--- src/rtl/mem_sram_ctrl.sv ---
// mem_sram_ctrl: word-access SRAM slave behind the cpu mem arbiter.
// Fixed-latency SRAM reads, in-order responses, fault on bad address.
//
// Ports
//   clk, rst        clock; asynchronous active-high reset
//   req_*_i/_o      request channel (valid/ready), byte address, write
//                   flag, byte enables, write data
//   resp_*_o/_i     response channel (valid/ready), read data, fault flag
//   sram_*_o        single-port synchronous SRAM strobe, byte write
//                   enables, word index and write data
//   sram_rdata_i    SRAM read data, READ_LAT cycles after the strobe
module mem_sram_ctrl #(
    parameter logic [31:0] BASE        = 32'h8000_0000,
    parameter int          DEPTH_WORDS = 16384,
    parameter int          READ_LAT    = 1,
    parameter int          RESP_DEPTH  = 2,
    localparam int         AW          = $clog2(DEPTH_WORDS)
) (
    input  logic          clk,
    input  logic          rst,
    input  logic          req_valid_i,
    output logic          req_ready_o,
    input  logic [31:0]   req_addr_i,
    input  logic          req_we_i,
    input  logic [3:0]    req_be_i,
    input  logic [31:0]   req_wdata_i,
    output logic          resp_valid_o,
    input  logic          resp_ready_i,
    output logic [31:0]   resp_rdata_o,
    output logic          resp_err_o,
    output logic          sram_en_o,
    output logic [3:0]    sram_we_o,
    output logic [AW-1:0] sram_addr_o,
    output logic [31:0]   sram_wdata_o,
    input  logic [31:0]   sram_rdata_i
);

    localparam int PW  = (RESP_DEPTH > 1) ? $clog2(RESP_DEPTH) : 1;
    localparam int CW  = $clog2(RESP_DEPTH + 1);
    localparam int CW1 = CW + 1;
    localparam int H   = READ_LAT - 1;

    // Range limits in 33 bits so the top of the address space cannot wrap.
    localparam logic [32:0] LO  = {1'b0, BASE};
    localparam logic [32:0] HI  = LO + 33'(4 * DEPTH_WORDS);
    localparam logic [CW:0] CAP = CW1'(RESP_DEPTH);

    // ------------------------------------------------------------
    // Request decode
    // ------------------------------------------------------------
    logic [32:0] addr_x;
    logic [31:0] off;
    logic        ok;
    logic        accept;

    assign addr_x = {1'b0, req_addr_i};
    assign off    = req_addr_i - BASE;
    assign ok     = (req_addr_i[1:0] == 2'b00)
                 && (addr_x >= LO)
                 && (addr_x < HI);
    assign accept = req_valid_i && req_ready_o;

    // Faulting requests never strobe the SRAM.
    assign sram_en_o    = accept && ok;
    assign sram_we_o    = (accept && ok && req_we_i) ? req_be_i : 4'b0000;
    assign sram_addr_o  = AW'(off >> 2);
    assign sram_wdata_o = req_wdata_i;

    // ------------------------------------------------------------
    // Delay pipe: one stage per SRAM latency cycle. Writes and faults
    // ride the same pipe so every response comes out in order.
    // ------------------------------------------------------------
    logic [READ_LAT-1:0] pv_q;
    logic [READ_LAT-1:0] prd_q;
    logic [READ_LAT-1:0] perr_q;

    always_ff @(posedge clk or posedge rst) begin
        if (rst) begin
            pv_q   <= '0;
            prd_q  <= '0;
            perr_q <= '0;
        end else begin
            pv_q[0]   <= accept;
            prd_q[0]  <= accept && !req_we_i;
            perr_q[0] <= accept && !ok;
            for (int i = 1; i < READ_LAT; i++) begin
                pv_q[i]   <= pv_q[i-1];
                prd_q[i]  <= prd_q[i-1];
                perr_q[i] <= perr_q[i-1];
            end
        end
    end

    logic        head_v;
    logic        head_err;
    logic [31:0] head_rdata;

    assign head_v     = pv_q[H];
    assign head_err   = perr_q[H];
    assign head_rdata = (prd_q[H] && !perr_q[H]) ? sram_rdata_i : 32'h0;

    // ------------------------------------------------------------
    // Response buffer (circular FIFO of {err, rdata})
    // ------------------------------------------------------------
    logic [32:0]   buf_q [RESP_DEPTH];
    logic [PW-1:0] wr_q, wr_d;
    logic [PW-1:0] rd_q, rd_d;
    logic [CW-1:0] cnt_q, cnt_d;
    logic [CW-1:0] infl_q, infl_d;
    logic          buf_empty;
    logic          push;
    logic          pop;

    function automatic logic [PW-1:0] ptr_inc(input logic [PW-1:0] p);
        return (p == PW'(RESP_DEPTH - 1)) ? '0 : p + 1'b1;
    endfunction

    assign buf_empty = (cnt_q == '0);

    // Buffer head is always presented first; the pipe head only
    // bypasses when the buffer is empty, and skips storage if taken.
    assign pop  = !buf_empty && resp_ready_i;
    assign push = head_v && !(buf_empty && resp_ready_i);

    always_comb begin
        wr_d = wr_q;
        rd_d = rd_q;
        if (push) begin
            wr_d = ptr_inc(wr_q);
        end
        if (pop) begin
            rd_d = ptr_inc(rd_q);
        end
    end

    always_comb begin
        cnt_d = cnt_q;
        unique case ({push, pop})
            2'b10:   cnt_d = cnt_q + 1'b1;
            2'b01:   cnt_d = cnt_q - 1'b1;
            default: cnt_d = cnt_q;
        endcase
    end

    // Entries in the delay pipe that still hold a response credit.
    always_comb begin
        infl_d = infl_q;
        unique case ({accept, head_v})
            2'b10:   infl_d = infl_q + 1'b1;
            2'b01:   infl_d = infl_q - 1'b1;
            default: infl_d = infl_q;
        endcase
    end

    always_ff @(posedge clk or posedge rst) begin
        if (rst) begin
            wr_q   <= '0;
            rd_q   <= '0;
            cnt_q  <= '0;
            infl_q <= '0;
        end else begin
            wr_q   <= wr_d;
            rd_q   <= rd_d;
            cnt_q  <= cnt_d;
            infl_q <= infl_d;
        end
    end

    // Storage needs no reset; cnt_q decides what is live.
    always_ff @(posedge clk) begin
        if (push) begin
            buf_q[wr_q] <= {head_err, head_rdata};
        end
    end

    // ------------------------------------------------------------
    // Credit and response outputs
    // ------------------------------------------------------------
    // Reserving a slot per accepted request keeps the buffer from
    // ever overflowing, whatever resp_ready does.
    assign req_ready_o = !rst
                      && (({1'b0, infl_q} + {1'b0, cnt_q}) < CAP);

    always_comb begin
        resp_valid_o = 1'b0;
        resp_rdata_o = 32'h0;
        resp_err_o   = 1'b0;
        if (!buf_empty) begin
            resp_valid_o = 1'b1;
            {resp_err_o, resp_rdata_o} = buf_q[rd_q];
        end else if (head_v) begin
            resp_valid_o = 1'b1;
            resp_rdata_o = head_rdata;
            resp_err_o   = head_err;
        end
    end

endmodule

--- config.mk ---
export PLATFORM = sky130hd
export DESIGN_NAME = mem_sram_ctrl
export DESIGN_NICKNAME = d
export VERILOG_FILES = /design/src/rtl/mem_sram_ctrl.sv
export SDC_FILE = /design/constraint.sdc
export NUM_CORES = 1
export LEC_CHECK = 0
export ABC_CLOCK_PERIOD_IN_PS = 3410
export BUFFER_PORTS_ARGS = -buffer_cell sky130_fd_sc_hd__buf_4
export CELL_PAD_IN_SITES_DETAIL_PLACEMENT = 1
export CELL_PAD_IN_SITES_GLOBAL_PLACEMENT = 1
export CORE_MARGIN = 10
export CORE_UTILIZATION = 34
export DETAILED_ROUTE_END_ITERATION = 8
export GPL_TIMING_DRIVEN = 1
export PLACE_DENSITY_LB_ADDON = 0.1
export SLEW_MARGIN = 20
export SYNTH_ARGS = -nofsm -noshare
export SYNTH_HDL_FRONTEND = slang
export SYNTH_SLANG_ARGS = --single-unit
--- constraint.sdc ---
create_clock -name clk -period 3.41 [get_ports clk]
set_clock_uncertainty 0.1 [all_clocks]
set_input_delay 0.682 -clock clk [delete_from_list [all_inputs] [get_ports clk]]
set_output_delay 0.682 -clock clk [all_outputs]
set_load 0.01 [all_outputs]
==> results of run 1 <==
## worst paths after layout
kind	from	to	slack [ps]
worst max-delay path	cnt_q[0]	sram_we_o[1]	250
worst min-delay path	rst	infl_q[1]	230
worst max register to register	cnt_q[0]	infl_q[1]	1040
worst min register to register	infl_q[1]	infl_q[1]	410
max in group asynchronous	rst	rd_q	2690
min in group clk	infl_q[1]	infl_q[1]	410
## layer usage
metal  part of all wire, %  global-route usage [%]
met1                    45                    12.8
met2                    51                    19.8
met3                   3.0                    2.77
met4                   1.2                    3.77
met5                     0                       0
## report_power, final
part	switching (mW)	internal, mW	total, mW
clock network	0.313	0.336	0.649
logic	0.670	0.606	1.28
registers	0.132	1.17	1.31
## cell type report
class / instances / area, sq um
Sequential cell: 75 / 2210
Clock inverter: 5 / 53.8
Timing Repair Buffer: 104 / 793
Fill cell: 1203 / 6280
Clock buffer: 11 / 131
Inverter: 35 / 131
Tap cell: 140 / 175
Multi-Input combinational cell: 140 / 975
## registers in the layout (all words and copies together) (netlist names)
name and cells:
rd_q 1, prd_q 1, wr_q 1, head_err 1
head_v 1, infl_q 2, cnt_q 2, buf_q 66
## cell usage in the layout, fill, tap and decap left out, drive strengths merged
cell type,Yosys,layout
o22ai,32,32
ha,2,2
xor2,3,3
dfrtp,9,9
nor2,7,7
clkinv,0,4
nand2,38,38
fa,1,1
bufinv,0,1
a21bo,1,1
buf,55,104
o21ba,1,1
inv,35,35
mux2i,33,33
nor3,2,2
nor2b,2,2
clkbuf,6,11
or3,1,1
xnor2,5,5
nand4,1,1
and2,1,1
edfxtp,66,66
o21ai,1,1
or4b,1,1
nand3,1,1
nor4,7,7
## critical path, delay by kind of cell, from the launching register on
family                     cells  cell delay (ps)
adders and majority gates      1              440
and+or+nand+nor                4              980
DFF                            1              450
buffers and inverters          1              180
## logic make-up after synthesis
logic type	after synthesis	share of synthesized area, %
compound gates	35	6.08
flops	75	59.6
simple gates	61	7.60
mux	33	8.92
fa+ha+maj	3	1.22
xor+xnor	8	1.89
buf+inv	96	14.7
## stage by stage
step           std cells  power, mW  util, %
2_1_floorplan        311       2.10        -
4_1_cts              510       3.30     41.6
6_report             510       3.23     41.6
3_5_place_dp         494       2.64     39.9
3_3_place_gp         494       2.63     39.9
5_1_grt              510       3.44     41.6
==> results.py, run 1 <==
metrics = {
    "outcome": {
        "status": "finished clean",
    },
    "pwr": {
        "ir_drop_uv": 316,
        "power_density_nw_per_um2": 723,
        "p_leak_nw": 2.07,
    },
    "synth": {
        "ys_types": 27,
        "avgSynthCellArea_sq_um": 11.9,
        "synthTopCellsByCount": "66 x edfxtp_1, 46 x buf_4, 38 x nand2_1",
        "netlist_instances": 311,
        "synth_edf_count": 66,
        "yosysTopAreaCell": "edfxtp_1",
        "synthesis.nets": 419,
        "synth_most_common_cell": "edfxtp_1",
        "synth_top_cell_area_share_pct": 53.5,
        "yosys_warnings": 0,
        "yosysSeqAreaShare_pct": 59.6,
        "yosys_most_used_dff": "edfxtp_1",
        "ys_ff_latch": 75,
        "synth_area_leaders": "edfxtp_1 54%, buf_4 9.3%, mux2i_1 8.9%",
        "syn_area_sq_um": 3700,
        "ys_async_sr_fraction_pct": 12.0,
    },
    "global_routing": {
        "grt_start_max_net_pins": 33,
        "grt_use_total_pct": 11.2,
        "grt_antenna_before_repair": 0,
        "grt_pass1_vias": 2643,
        "grt_pass1_wl_mm": 14.0,
        "grt_overflow": 0,
    },
    "placed_design": {
        "place.gp.congestion": 0.692,
        "dp_hpwl_mm": 6.20,
        "dpl_cell_area_sq_um": 4280,
        "port_buffers": 98,
        "pre_cts_slack_ps": 594,
    },
    "layout": {
        "fin_nets": 473,
        "area_growth_syn_to_layout_pct": 20.6,
        "layout-drive-gt1-share_pct": 33.8,
        "n_antenna_cell": 0,
        "design_area_sq_um": 4470,
    },
    "route": {
        "vias": 2395,
        "remaining_drc_errors": 0,
        "via_per_inst": 4.70,
        "dr.pass1.iters": 4,
        "antenna_left": 0,
        "dr.first_iter.drc_count": 47,
        "drt_wl_total_mm": 8.87,
        "wire_per_inst_um": 17.4,
    },
    "clocking": {
        "cts_max_path_buffers": 2,
        "cts_sinks": 75,
        "cts-root-buf": "clkbuf_8",
        "cts_setup_buffers": 0,
        "cts_tree": "yes",
        "hold_buffers": 0,
        "clkTransAtPathRegs_ps": 70,
        "cts_buffers": 9,
        "ctsResizeCount": 0,
        "clk_latency_ps": 330,
        "h-tree-depth": 3,
    },
    "sta": {
        "tightest_slew_ps": 558,
        "setup_ws_ps": 250,
        "clock.fmax_mhz": 316,
        "setup_tns_ps": 0,
        "maxSlewHeadroom_pct": 62.8,
        "hold_ws_ps": 227,
        "drv_slew": 0,
        "min_period_ps": 3160,
        "finalCritPeriodShare_pct": 92.7,
        "setup_viol": 0,
        "hold_violations": 0,
        "rsz0062_at_grt": "no",
    },
    "setup_path": {
        "cp-start-kind": "flop",
        "cp.required_ps": 2630,
        "path_cells": "and2_1 > fa_1 > nor3_2 > nand2_1 > nor4_1 > buf_4",
        "cp-end-kind": "output pin",
        "path_max_fanout": 9,
        "cpMaxStageDelayCell": "dfrtp_1",
        "reg2reg_depth": 7,
        "critPathArrivalTime_ps": 2380,
        "slowest_delay_ps": 450,
        "critical_path_class": "flop to output pin",
    },
    "die": {
        "row_count": 38,
        "dieHeight_um": 124,
        "io-pin-count": 191,
        "initial_core_util_pct": 34.5,
        "core-area_sq_um": 10700,
        "die_w_um": 124,
        "die-area_sq_um": 15500,
    },
    "worst_hold_path": {
        "hold_class": "input port to async pin",
    },
    "flow_run": {
        "drv_cap": 0,
    },
}
Note: power is estimated with default switching activity, not from simulation.
==> run 2: changes to the inputs <==
--- a/config.mk
+++ b/config.mk
@@ -9,7 +9,6 @@
 export BUFFER_PORTS_ARGS = -buffer_cell sky130_fd_sc_hd__buf_4
 export CELL_PAD_IN_SITES_DETAIL_PLACEMENT = 1
 export CELL_PAD_IN_SITES_GLOBAL_PLACEMENT = 1
-export CORE_MARGIN = 10
 export CORE_UTILIZATION = 34
 export DETAILED_ROUTE_END_ITERATION = 8
 export GPL_TIMING_DRIVEN = 1
==> run 2 against run 1 <==
Clock power is 13% higher. Global-route usage is 4.2 points higher. Cell count is 0.39% lower. Sequential share of layout area is 0.67 points lower. Setup slack worse by 32 ps. Power is 3.0% higher. Critical path depth stayed put. Combinational power is 3% higher. Cell area is 1.4% higher. Sequential power is 3% lower. Fmax is 1.0% lower. Core utilization is 1.7 points higher. Largest power group is now combinational logic.
==> results.py, run 2 (synthesis results as in run 1) <==
metrics = {
    "die": {
        "core-area_sq_um": 10500,
        "initial_core_util_pct": 35.4,
        "io-pin-count": 191,
        "row_count": 37,
        "die_w_um": 106,
        "die-area_sq_um": 11300,
        "dieHeight_um": 106,
    },
    "setup_path": {
        "critPathTopFamily": "simple AND/OR/NAND/NOR gates",
        "cp-start-kind": "flop",
        "cpMaxStageDelayCell": "dfrtp_1",
        "endpoint": "sram_we_o[3]",
        "crit_start": "cnt_q[0]",
        "rrSetupSlack_ps": 1020,
        "path_buf_inv": 1,
        "critPathArrivalTime_ps": 2410,
        "critical_path_class": "flop to output pin",
        "r2r_start": "cnt_q[0]",
        "reg2reg_depth": 7,
        "cp.required_ps": 2630,
        "cp-end-kind": "output pin",
        "rr_endpoint": "infl_q[1]",
        "path_max_fanout": 9,
        "path_depth": 6,
        "slowest_delay_ps": 460,
        "path_cells": "and2_1 > fa_1 > nor3_2 > nand2_1 > nor4_1 > buf_4",
    },
    "sta": {
        "tightest_slew_ps": 542,
        "drv_slew": 0,
        "rsz0062_at_grt": "no",
        "min_period_ps": 3190,
        "finalCritPeriodShare_pct": 93.6,
        "maxSlewHeadroom_pct": 63.8,
        "hold_ws_ps": 218,
        "setup_viol": 0,
        "clock.fmax_mhz": 313,
        "setup_ws_ps": 218,
        "hold_violations": 0,
        "setup_tns_ps": 0,
    },
    "outcome": {
        "status": "finished clean",
    },
    "pwr": {
        "intPower_mw": 2.21,
        "ir_drop_uv": 395,
        "p_comb_share_pct": 39.8,
        "power_density_nw_per_um2": 735,
        "clkPwrFrac_pct": 22.0,
        "switchingPower_mw": 1.12,
        "p_seq_share_pct": 38.2,
        "p_sw_share_pct": 33.6,
        "p_leak_nw": 2.09,
    },
    "layout": {
        "fin_nets": 475,
        "final_common_cell": "buf_4",
        "reg.largest.list": "buf_q x66, cnt_q x2, infl_q x2",
        "seqCellArea_sq_um": 2210,
        "multiInputGateArea_sq_um": 970,
        "mostFrequentLayoutCells": "103 x buf_4, 66 x edfxtp_1, 38 x nand2_1",
        "layout-drive-gt1-share_pct": 34.1,
        "largest_register": "buf_q",
        "n_antenna_cell": 0,
        "area_growth_syn_to_layout_pct": 22.3,
        "fill_cells": 1179,
        "largest_reg_flops": 66,
    },
    "route": {
        "via_per_inst": 4.71,
        "dr.first_iter.drc_count": 73,
        "vias": 2393,
        "remaining_drc_errors": 0,
        "wire_per_inst_um": 16.3,
        "antenna_left": 0,
        "dr.pass1.iters": 4,
        "drt_wl_total_mm": 8.30,
    },
    "placed_design": {
        "port_buffers": 98,
        "pre_cts_slack_ps": 563,
        "dp_hpwl_mm": 5.66,
        "place.gp.congestion": 0.677,
    },
    "worst_hold_path": {
        "hold_class": "input port to async pin",
    },
    "global_routing": {
        "grt_pass1_vias": 2588,
        "grt_overflow": 0,
        "grt_start_max_net_pins": 30,
        "grt_pass1_wl_mm": 13.2,
        "grt_use_total_pct": 15.3,
        "grt_antenna_before_repair": 0,
    },
    "clocking": {
        "h-tree-depth": 3,
        "clkTransAtPathRegs_ps": 70,
        "cts_tree": "yes",
        "clk_latency_ps": 330,
        "cts_buffers": 9,
        "cts_setup_buffers": 0,
        "cts-root-buf": "clkbuf_8",
        "ctsResizeCount": 0,
        "cts_max_path_buffers": 2,
        "cts_sinks": 75,
        "hold_buffers": 0,
    },
    "flow_run": {
        "drv_cap": 0,
    },
}
==> run 2: cell type report <==
cell class	count	share of cell area, %
Multi-Input combinational cell	140	21.4
Clock buffer	10	2.82
Inverter	35	2.90
Timing Repair Buffer	106	18.4
Clock inverter	6	1.96
Tap cell	136	3.76
Sequential cell	75	48.8
==> run 2: per-stage QoR <==
stage / utilization, % / instances / power [mW] / area (sq um)
4_1_cts: 43.3 / 508 / 3.39 / 4530
2_1_floorplan: - / 311 / 2.10 / 3700
6_report: 43.3 / 508 / 3.33 / 4530
5_1_grt: 43.3 / 508 / 3.52 / 4530
3_5_place_dp: 41.2 / 492 / 2.64 / 4310
3_3_place_gp: 41.2 / 492 / 2.62 / 4310
==> run 2: how the worst min path moves through the flow <==
stage / startpoint / endpoint / slack, ps / cells past startpoint
finish: rst / infl_q[0] / 220 / 2
detailed placement: infl_q[1] / infl_q[1] / 400 / 1
floorplan: head_err / buf_q[0][32] / 370 / 0
CTS: rst / infl_q[0] / 210 / 2
global route: rst / infl_q[1] / 230 / 2
global placement: infl_q[0] / infl_q[0] / 400 / 1
==> run 2: power groups by stage <==
stage          registers [mW]  logic, mW  clock network, mW
5_1_grt                  1.29       1.43              0.796
3_3_place_gp             1.29       1.33                  0
6_report                 1.27       1.32              0.733
3_5_place_dp             1.29       1.35                  0
2_1_floorplan            1.26      0.843                  0
4_1_cts                  1.27       1.35              0.764
==> run 2: layer usage <==
metal | track usage [%] | part of all wire, %
met1 | 19.0 | 44
met2 | 25.2 | 49
met3 | 5.33 | 6.3
met4 | 4.46 | 0.94
met5 | 0 | 0
